$ cat config.mk
export PLATFORM = sky130hd
export DESIGN_NAME = fdc_sd_arbiter
export DESIGN_NICKNAME = d
export VERILOG_FILES = /design/src/rtl/fdc_sd_arbiter.sv
export SDC_FILE = /design/constraint.sdc
export NUM_CORES = 1
export LEC_CHECK = 0
export ABC_AREA = 1
export ABC_CLOCK_PERIOD_IN_PS = 2390
export CAP_MARGIN = 20
export CORE_UTILIZATION = 39
export DETAILED_ROUTE_END_ITERATION = 16
export HOLD_SLACK_MARGIN = 0.12
export MAX_ROUTING_LAYER = met4
export PLACE_DENSITY = 0.88
export SLEW_MARGIN = 5
export SYNTH_ARGS = -nofsm -noshare
export SYNTH_HDL_FRONTEND = slang
export SYNTH_SLANG_ARGS = --single-unit
$ cat constraint.sdc
create_clock -name CLK -period 2.39 [get_ports CLK]
set_clock_uncertainty 0.15 [all_clocks]
set_input_delay 0.239 -clock CLK [delete_from_list [all_inputs] [get_ports CLK]]
set_output_delay 0.239 -clock CLK [all_outputs]
set_load 0.005 [all_outputs]
$ cat src/rtl/fdc_sd_arbiter.sv
// Round-robin merge of four floppy-drive SD block requests onto one host SD channel.
// One transfer in flight; host ack and write-back data are routed to the granted drive only.
module fdc_sd_arbiter #(
    parameter logic [23:0] TIMEOUT_CYC = 24'd0
) (
    input  logic             CLK,
    input  logic             RESET_N,
    input  logic [3:0][31:0] req_lba,
    input  logic [3:0]       req_rd,
    input  logic [3:0]       req_wr,
    output logic [3:0]       req_ack,
    input  logic [3:0][7:0]  req_buff_din,
    output logic [31:0]      sd_lba,
    output logic             sd_rd,
    output logic             sd_wr,
    input  logic             sd_ack,
    output logic [7:0]       sd_buff_din,
    output logic             busy,
    output logic             timeout_err
);

    typedef enum logic [1:0] {
        IDLE  = 2'd0,
        ISSUE = 2'd1,
        XFER  = 2'd2
    } state_t;

    state_t      state_q;
    logic [1:0]  ptr_q;
    logic [1:0]  gidx_q;
    logic [31:0] sd_lba_q;
    logic        sd_rd_q;
    logic        sd_wr_q;
    logic [23:0] timer_q;
    logic        timeout_err_q;

    logic [3:0]  pend;
    logic [1:0]  gnt_idx_d;
    logic        gnt_vld_d;
    logic [1:0]  cand;

    assign pend = req_rd | req_wr;

    // Scan ptr+1, ptr+2, ptr+3, ptr; first pending drive wins.
    always_comb begin
        gnt_idx_d = '0;
        gnt_vld_d = 1'b0;
        cand      = '0;
        for (int unsigned k = 1; k <= 4; k++) begin
            cand = ptr_q + 2'(k);
            if (!gnt_vld_d && pend[cand]) begin
                gnt_vld_d = 1'b1;
                gnt_idx_d = cand;
            end
        end
    end

    always_ff @(negedge CLK or negedge RESET_N) begin
        if (!RESET_N) begin
            state_q       <= IDLE;
            ptr_q         <= 2'd3;
            gidx_q        <= '0;
            sd_lba_q      <= '0;
            sd_rd_q       <= 1'b0;
            sd_wr_q       <= 1'b0;
            timer_q       <= '0;
            timeout_err_q <= 1'b0;
        end else begin
            timeout_err_q <= 1'b0;
            case (state_q)
                IDLE: begin
                    if (gnt_vld_d) begin
                        gidx_q   <= gnt_idx_d;
                        sd_lba_q <= req_lba[gnt_idx_d];
                        sd_rd_q  <= ~req_wr[gnt_idx_d];
                        sd_wr_q  <= req_wr[gnt_idx_d];
                        timer_q  <= '0;
                        state_q  <= ISSUE;
                    end
                end
                ISSUE: begin
                    if (sd_ack) begin
                        sd_rd_q <= 1'b0;
                        sd_wr_q <= 1'b0;
                        state_q <= XFER;
                    end else if (!pend[gidx_q]) begin
                        sd_rd_q <= 1'b0;
                        sd_wr_q <= 1'b0;
                        ptr_q   <= gidx_q;
                        state_q <= IDLE;
                    end else if (TIMEOUT_CYC != '0 && timer_q == TIMEOUT_CYC - 24'd1) begin
                        sd_rd_q       <= 1'b0;
                        sd_wr_q       <= 1'b0;
                        timeout_err_q <= 1'b1;
                        ptr_q         <= gidx_q;
                        state_q       <= IDLE;
                    end else if (timer_q != '1) begin
                        timer_q <= timer_q + 24'd1;
                    end
                end
                XFER: begin
                    // Entered with sd_ack high, so a low level here is the falling edge.
                    if (!sd_ack) begin
                        ptr_q   <= gidx_q;
                        state_q <= IDLE;
                    end
                end
                default: state_q <= IDLE;
            endcase
        end
    end

    always_comb begin
        req_ack     = '0;
        sd_buff_din = '0;
        if (state_q == XFER) begin
            req_ack[gidx_q] = sd_ack;
            sd_buff_din     = req_buff_din[gidx_q];
        end
    end

    assign sd_lba      = sd_lba_q;
    assign sd_rd       = sd_rd_q;
    assign sd_wr       = sd_wr_q;
    assign busy        = (state_q != IDLE);
    assign timeout_err = timeout_err_q;

endmodule

==> results.cfg, run 1 <==
[synthesis]
synth_area_per_cell_um2 = 5.70
synth-async-reset-ratio_pct = 100
netlist_instances = 674
ys_seq_area_share_pct = 26.1
yosysWarnings = 0
synth.most_common_cell = nand2_1
synth_area_um2 = 3840
synth.area.top_cells = dfrtn_1 25%, nand2_1 24%, nand3_1 19%, inv_1 14%, buf_6 3.2%
synth_nets = 845
synth_ff_type = dfrtn_1
synth_top_area_cell = dfrtn_1
synthTopCellsByCount = 243 x nand2_1, 149 x nand3_1, 143 x inv_1, 38 x dfrtn_1, 21 x buf_2
synth_edf_count = 0
yosysTopAreaCellShare_pct = 24.7
synth-seq-cells = 40
yosysUniqueCellTypes = 30

[clock_network]
clkSinkCount = 40
cts_buffers = 5
htreeDepth = 2
root_buffer = clkbuf_8
clock_path_buffers = 2

[timing]
postGrtWorstEndpoint = sd_lba[6]$_DFFE_NN0P_/D
worstEpCategory = register data pin

[grt]
grt_max_degree = 42
grt.overflow.total = 93
track_usage_pct = 76.6

[floorplan]
rows = 35
die_w_um = 101
start_util_pct = 41.0
die_y_um = 101
boundaryPins = 219

[placed_design]
dp.cells = 1054
finalWeightedCongestion = 0.935
io_buffers = 217
place_hpwl_mm = 10.7

[run_status]
stop_stage = global routing (5_1_grt)
status = aborted with a tool error
error = [ERROR GRT-0232] Routing congestion too high. Check the congestion heatmap in the GUI.
kinds of logic after synthesis:
family / share of synthesized area (%)
flip-flops: 26.1
other: 0.0976
buffers and inverters: 21.3
AND/OR/NAND/NOR: 47.7
AO/OA/AOI/OAI: 4.72
stage by stage:
step / TNS [ns] / cell area, µm² / util [%] / setup WS [ns]
after CTS: -34.24 / 8030 / 85.7 / -0.759
after detailed placement: -61.55 / 6740 / 72.0 / -1.32
after floorplan: -24.14 / 3960 / - / -0.627
after global placement: -59.92 / 6740 / 72.0 / -1.28
repair_timing:
| action | in CTS |
|---|---|
| setup buffers | 45 |
| hold endpoints to repair | 0 |
| gates resized for setup | 376 |
| setup endpoints to repair | 86 |
| pin swaps | 97 |
| hold buffers | 0 |
| cloned | 15 |
routing by layer:
metal	overflow	global-route usage, %
met4	41	87.2
met1	0	69.6
met2	51	97.2
met5	-	-
met3	1	53.9
==> run 2, diff against run 1 <==
HOLD_SLACK_MARGIN = unset   (was 0.12)
MAX_ROUTING_LAYER = unset   (was met4)
PLACE_DENSITY = unset   (was 0.88)
PLACE_DENSITY_LB_ADDON = 0.15   (was unset)
==> run 2 against run 1 <==
Compared with the run above: the flow now finishes, with violations (setup timing); area after synthesis stayed put; synthesized cell count unchanged.
==> results.cfg, run 2 <==
[floorplan]
dieArea_um2 = 10300
core_area_um2 = 9370
die_w_um = 101
start_util_pct = 41.0
die_y_um = 101
rows = 35
boundaryPins = 219

[placed_design]
place_hpwl_mm = 11.0
io_buffers = 217
finalWeightedCongestion = 0.929

[clock_network]
cts_hold_buf = 0
root_buffer = clkbuf_8
cts_buffers = 5
clk_pin_slew_worst_paths_ns = 0.06
cts_tree = yes
clkSinkCount = 40
htreeDepth = 2
clkLatencyLatePin_ns = 0.34
clock_path_buffers = 2

[finish]
layout_commonest_cell = nand2_1
layout_common_cells = 171 x nand2_1, 161 x clkdlybuf4s50_1, 138 x inv_1
drive_above_1_share_pct = 42.5
syn_to_final_growth_pct = 121
nNetsFinal = 1159
largest_reg_flops = 32
antenna_cells = 0

[routing]
routed_wirelength_mm = 22.2
drtAntennaViolNets = 0
vias = 6198
viasPerCell = 5.55
firstDrtPassIters = 5
drc = 0
drt_iter0_markers = 408
wl_per_cell_um = 19.9

[timing]
drv_slew = 0
timing.final.ws_setup_ns = -0.906
holdWs_ns = 0.287
rsz0062_at_grt = true
hold_viol_final = 0
tns_ns = -40.84
finalSetupViolCount = 85

[worst_setup_path]
cp_data_arrival_time_ns = 2.09
endpoint = sd_lba[26]$_DFFE_NN0P_
start_kind = input port
required_ns = 1.19
worst-setup-path-type = in -> reg
reg2reg_depth = 15
path_max_fanout = 6
r2r_slack_ns = -0.49
r2r_start = ptr_q[0]$_DFFE_NN1P_
critPathCaptureType = flip-flop
cp-startpoint = req_wr[2]
reg2reg_to = sd_lba[26]$_DFFE_NN0P_

[grt]
grt.overflow.total = 0
grt_pass1_wl_mm = 25.9
track_usage_pct = 32.3
first_global_vias = 5606
grt_max_degree = 34
antenna_found_initial = 0

[synthesis]
synth-seq-cells = 40
netlist_instances = 674
yosysTopAreaCellShare_pct = 24.7
synth.area.top_cells = dfrtn_1 25%, nand2_1 24%, nand3_1 19%, inv_1 14%, buf_6 3.2%
synth_nets = 845
synth_area_per_cell_um2 = 5.70
yosysWarnings = 0
synthTopCellsByCount = 243 x nand2_1, 149 x nand3_1, 143 x inv_1, 38 x dfrtn_1, 21 x buf_2
synth_edf_count = 0
synth_area_um2 = 3840
yosysUniqueCellTypes = 30
synth.most_common_cell = nand2_1
ys_seq_area_share_pct = 26.1
synth-async-reset-ratio_pct = 100
synth_ff_type = dfrtn_1
synth_top_area_cell = dfrtn_1

[worst_hold_path]
min_from = sd_lba[17]$_DFFE_NN0P_
min_delay_path_depth = 2
hold_class = reg -> reg

[power]
leakage_nw = 4.56
p_per_area_nw_per_um2 = 1780
peakVddDrop_mv = 1.04

[run_status]
status = finished, violations left
violations = setup timing

[job]
drv_cap = 0
[run 2: cell counts after synthesis]
No cell type changed its count.
[run 2: worst max-delay path, cell delays in order]
cell and delay [ns]:
buf_6 0.11, nor2_4 0.14, nand2_2 0.10, nand3_4 0.12, nand2_4 0.08, nor2_4 0.17, nand3_4 0.13, buf_6 0.15
o21ai_4 0.22, inv_4 0.11, buf_12 0.17, nand3_1 0.11, nand2_1 0.08, nand2_1 0.09, nand2_1 0.07
[run 2: layer usage]
layer | GRT usage [%] | wire length [µm]
met2 | 62.4 | 11100
met5 | 0 | 0
met3 | 6.83 | 2160
met4 | 15.7 | 1900
met1 | 32.8 | 7060
[run 2: worst min path at each step]
stage,to
detailed placement,sd_lba[13]$_DFFE_NN0P_
global placement,sd_lba[8]$_DFFE_NN0P_
floorplan,sd_lba[0]$_DFFE_NN0P_
finish,sd_lba[17]$_DFFE_NN0P_
global route,sd_wr$_DFFE_NN0P_
CTS,sd_lba[17]$_DFFE_NN0P_
[run 2: cells by family (layout without fill, tap and decap cells)]
family                 count (synthesis)  in the layout  synth area share, %
AND/OR/NAND/NOR                      420            420                 47.7
buffers and inverters                187            501                 21.3
flip-flops                            40             40                 26.1
AO/OA/AOI/OAI                         26             26                 4.72
other                                  1              1               0.0976
[run 2: per-stage QoR]
step,power (mW),instances,util [%],setup slack (ns),area (µm²)
6_report,15.2,1117,90.7,-0.906,8500
3_5_place_dp,8.54,1039,69.8,-1.32,6540
3_3_place_gp,8.28,1039,69.8,-1.21,6540
2_1_floorplan,5.87,674,-,-0.627,3960
5_1_grt,15.8,1117,90.7,-0.947,8500
4_1_cts,11.8,1091,79.3,-0.760,7430
[run 2: layout make-up]
cell class	count	area (µm²)
clock inverter	3	12.5
sequential	40	1000
multi-input combinational	447	3180
clock buffer	6	93.8
timing repair buffer	344	3480
inverter	148	567
tap	129	161
fill	375	871
[run 2: what timing repair did]
action                     CTS  global route
setup endpoints to repair   86            86
setup buffers               36            22
cloned                       9            10
resized for setup          343           179
pin swaps                   57           121
[run 2: where the power goes]
group / switching, mW / leakage (nW) / internal [mW]
sequential: 0.281 / 0.488 / 1.09
combinational: 7.13 / 4.01 / 6.14
clock: 0.256 / 0.0628 / 0.266
total: 7.66 / 4.56 / 7.49
Power figures use the tool's default switching activity.
==> run 3, diff against run 2 <==
MAX_ROUTING_LAYER = met4   (was unset)
==> run 3 against run 2 <==
Compared with the run above: the run still ends with setup timing left; register-to-register slack got worse by 0.07 ns; critical path depth rose by 2; via count fell by 0.16%; combinational power fell by 3%; die area did not move; largest cell class unchanged.
==> results.cfg, run 3 (synthesized netlist as in run 2, its figures left out) <==
[run_status]
status = finished, violations left
violations = setup timing

[floorplan]
boundaryPins = 219
core_area_um2 = 9370
die_y_um = 101
start_util_pct = 41.0
die_w_um = 101
dieArea_um2 = 10300
rows = 35

[clock_network]
cts_tree = yes
root_buffer = clkbuf_8
cts_buffers = 5
clkSinkCount = 40
htreeDepth = 2
clk_pin_slew_worst_paths_ns = 0.06
clock_path_buffers = 2
clkLatencyLatePin_ns = 0.34

[worst_setup_path]
crit_chain = buf_6, nor2_4, nand2_2, nand3_4, nand2_4, nor2_4, nand3_4, nand2_4, nand2_4, nand2_8, buf_12, clkbuf_16, nand2_4, nand3_2, nand2_1, nand2_1, nand2_1
crit_buf_inv = 3
cp_slowest_cell = clkbuf_16
cp_data_arrival_time_ns = 2.13
required_ns = 1.20
crit_path_max_incr_delay_ns = 0.19
path_max_fanout = 6
worst-setup-path-type = in -> reg
start_kind = input port
crit_family = simple AND/OR/NAND/NOR gates
cpMostUsedCell = nand2_4
critPathCaptureType = flip-flop

[timing]
hold_viol_final = 0
rsz0062_at_grt = true
drv_slew = 0
finalSetupViolCount = 86
timing.final.ws_setup_ns = -0.933

[grt]
grt.overflow.total = 0
track_usage_pct = 33.4
first_global_vias = 5587
grt_max_degree = 34
grt_pass1_wl_mm = 26.0
antenna_found_initial = 0

[finish]
antenna_cells = 0
n_fill_cell = 405
final_area_um2 = 8400
largest_reg_flops = 32
final_cells = 1116
drive_above_1_share_pct = 41.3
layout_commonest_cell = nand2_1
syn_to_final_growth_pct = 119
fin_util_pct = 89.6
nNetsFinal = 1158
layout_common_cells = 173 x nand2_1, 161 x clkdlybuf4s50_1, 138 x inv_1

[placed_design]
dp.cells = 1039
place_area_um2 = 6540
place_ws_ns = -1.32
place_hpwl_mm = 11.0
finalWeightedCongestion = 0.945
io_buffers = 217

[routing]
wl_per_cell_um = 19.3
viasPerCell = 5.54
vias = 6188
drc = 0
drt_iter0_markers = 364
drtAntennaViolNets = 0
routed_wirelength_mm = 21.5
firstDrtPassIters = 5

[power]
finalPower_mw = 14.8
peakVddDrop_mv = 1.00
leakage_nw = 4.53
p_per_area_nw_per_um2 = 1770

[job]
drv_cap = 0

[worst_hold_path]
hold_class = reg -> reg
-- run 3: through the flow --
step	TNS, ns	hold WS, ns
CTS	-34.11	0.273
detailed placement	-61.59	0.275
finish	-41.69	0.285
global placement	-57.28	0.271
floorplan	-24.14	0.283
global route	-44.75	0.305
-- run 3: where the power goes --
part	total, mW	switching, mW	internal (mW)	leakage [nW]
clock network	0.529	0.263	0.266	0.0628
registers	1.37	0.283	1.09	0.488
logic	12.9	6.92	6.03	3.98
total	14.8	7.46	7.38	4.53
-- run 3: worst register-to-register path, stage by stage (launching register included) --
cell and delay, ns:
dfstp_2 0.71, inv_6 0.11, nand2_1 0.11, nand2_1 0.13
nand2_2 0.15, nand2_4 0.09, o21ai_4 0.16, nand3_4 0.12
buf_12 0.14, buf_12 0.12, nand2_8 0.07, buf_12 0.16
clkbuf_16 0.19, nand2_4 0.05, nand3_2 0.07, nand2_1 0.07
nand2_1 0.09, nand2_1 0.08
-- run 3: layout make-up --
cell class | instances | area [µm²] | area share (%)
inverters | 148 | 567 | 6.75
repair buffers | 343 | 3470 | 41.3
clock inverters | 3 | 12.5 | 0.149
flip-flops and latches | 40 | 1000 | 11.9
clock buffers | 6 | 93.8 | 1.12
well taps | 129 | 161 | 1.92
multi-input cells | 447 | 3090 | 36.8
-- run 3: repair_timing --
item | CTS | global route
gates cloned | 9 | 9
gates resized for setup | 343 | 162
endpoints found under the setup margin | 86 | 86
hold buffers | 0 | 0
buffers inserted | 36 | 22
pin swaps | 57 | 116
-- run 3: path summary, 6_finish.rpt --
kind | start | endpoint | slack (ns) | cells after the start
max | req_wr[2] | sd_lba[10]$_DFFE_NN0P_ | -0.93 | 17
min | sd_lba[17]$_DFFE_NN0P_ | sd_lba[17]$_DFFE_NN0P_ | 0.28 | 2
max reg2reg | ptr_q[0]$_DFFE_NN1P_ | sd_lba[10]$_DFFE_NN0P_ | -0.56 | 17
min reg2reg | sd_lba[17]$_DFFE_NN0P_ | sd_lba[17]$_DFFE_NN0P_ | 0.28 | 2
max in group asynchronous | RESET_N | sd_lba[30]$_DFFE_NN0P_ | 0.75 | 2
min in group asynchronous | RESET_N | state_q[0]$_DFFE_NN0P_ | 0.80 | 1
-- run 3: metal layers --
metal	vias to the layer above	global-route usage, %	routed length, µm
met1	2865	33.6	7080
li1	2681	-	-
met4	0	15.7	1620
met3	170	5.66	1970
met2	472	62.4	10800
met5	-	-	0
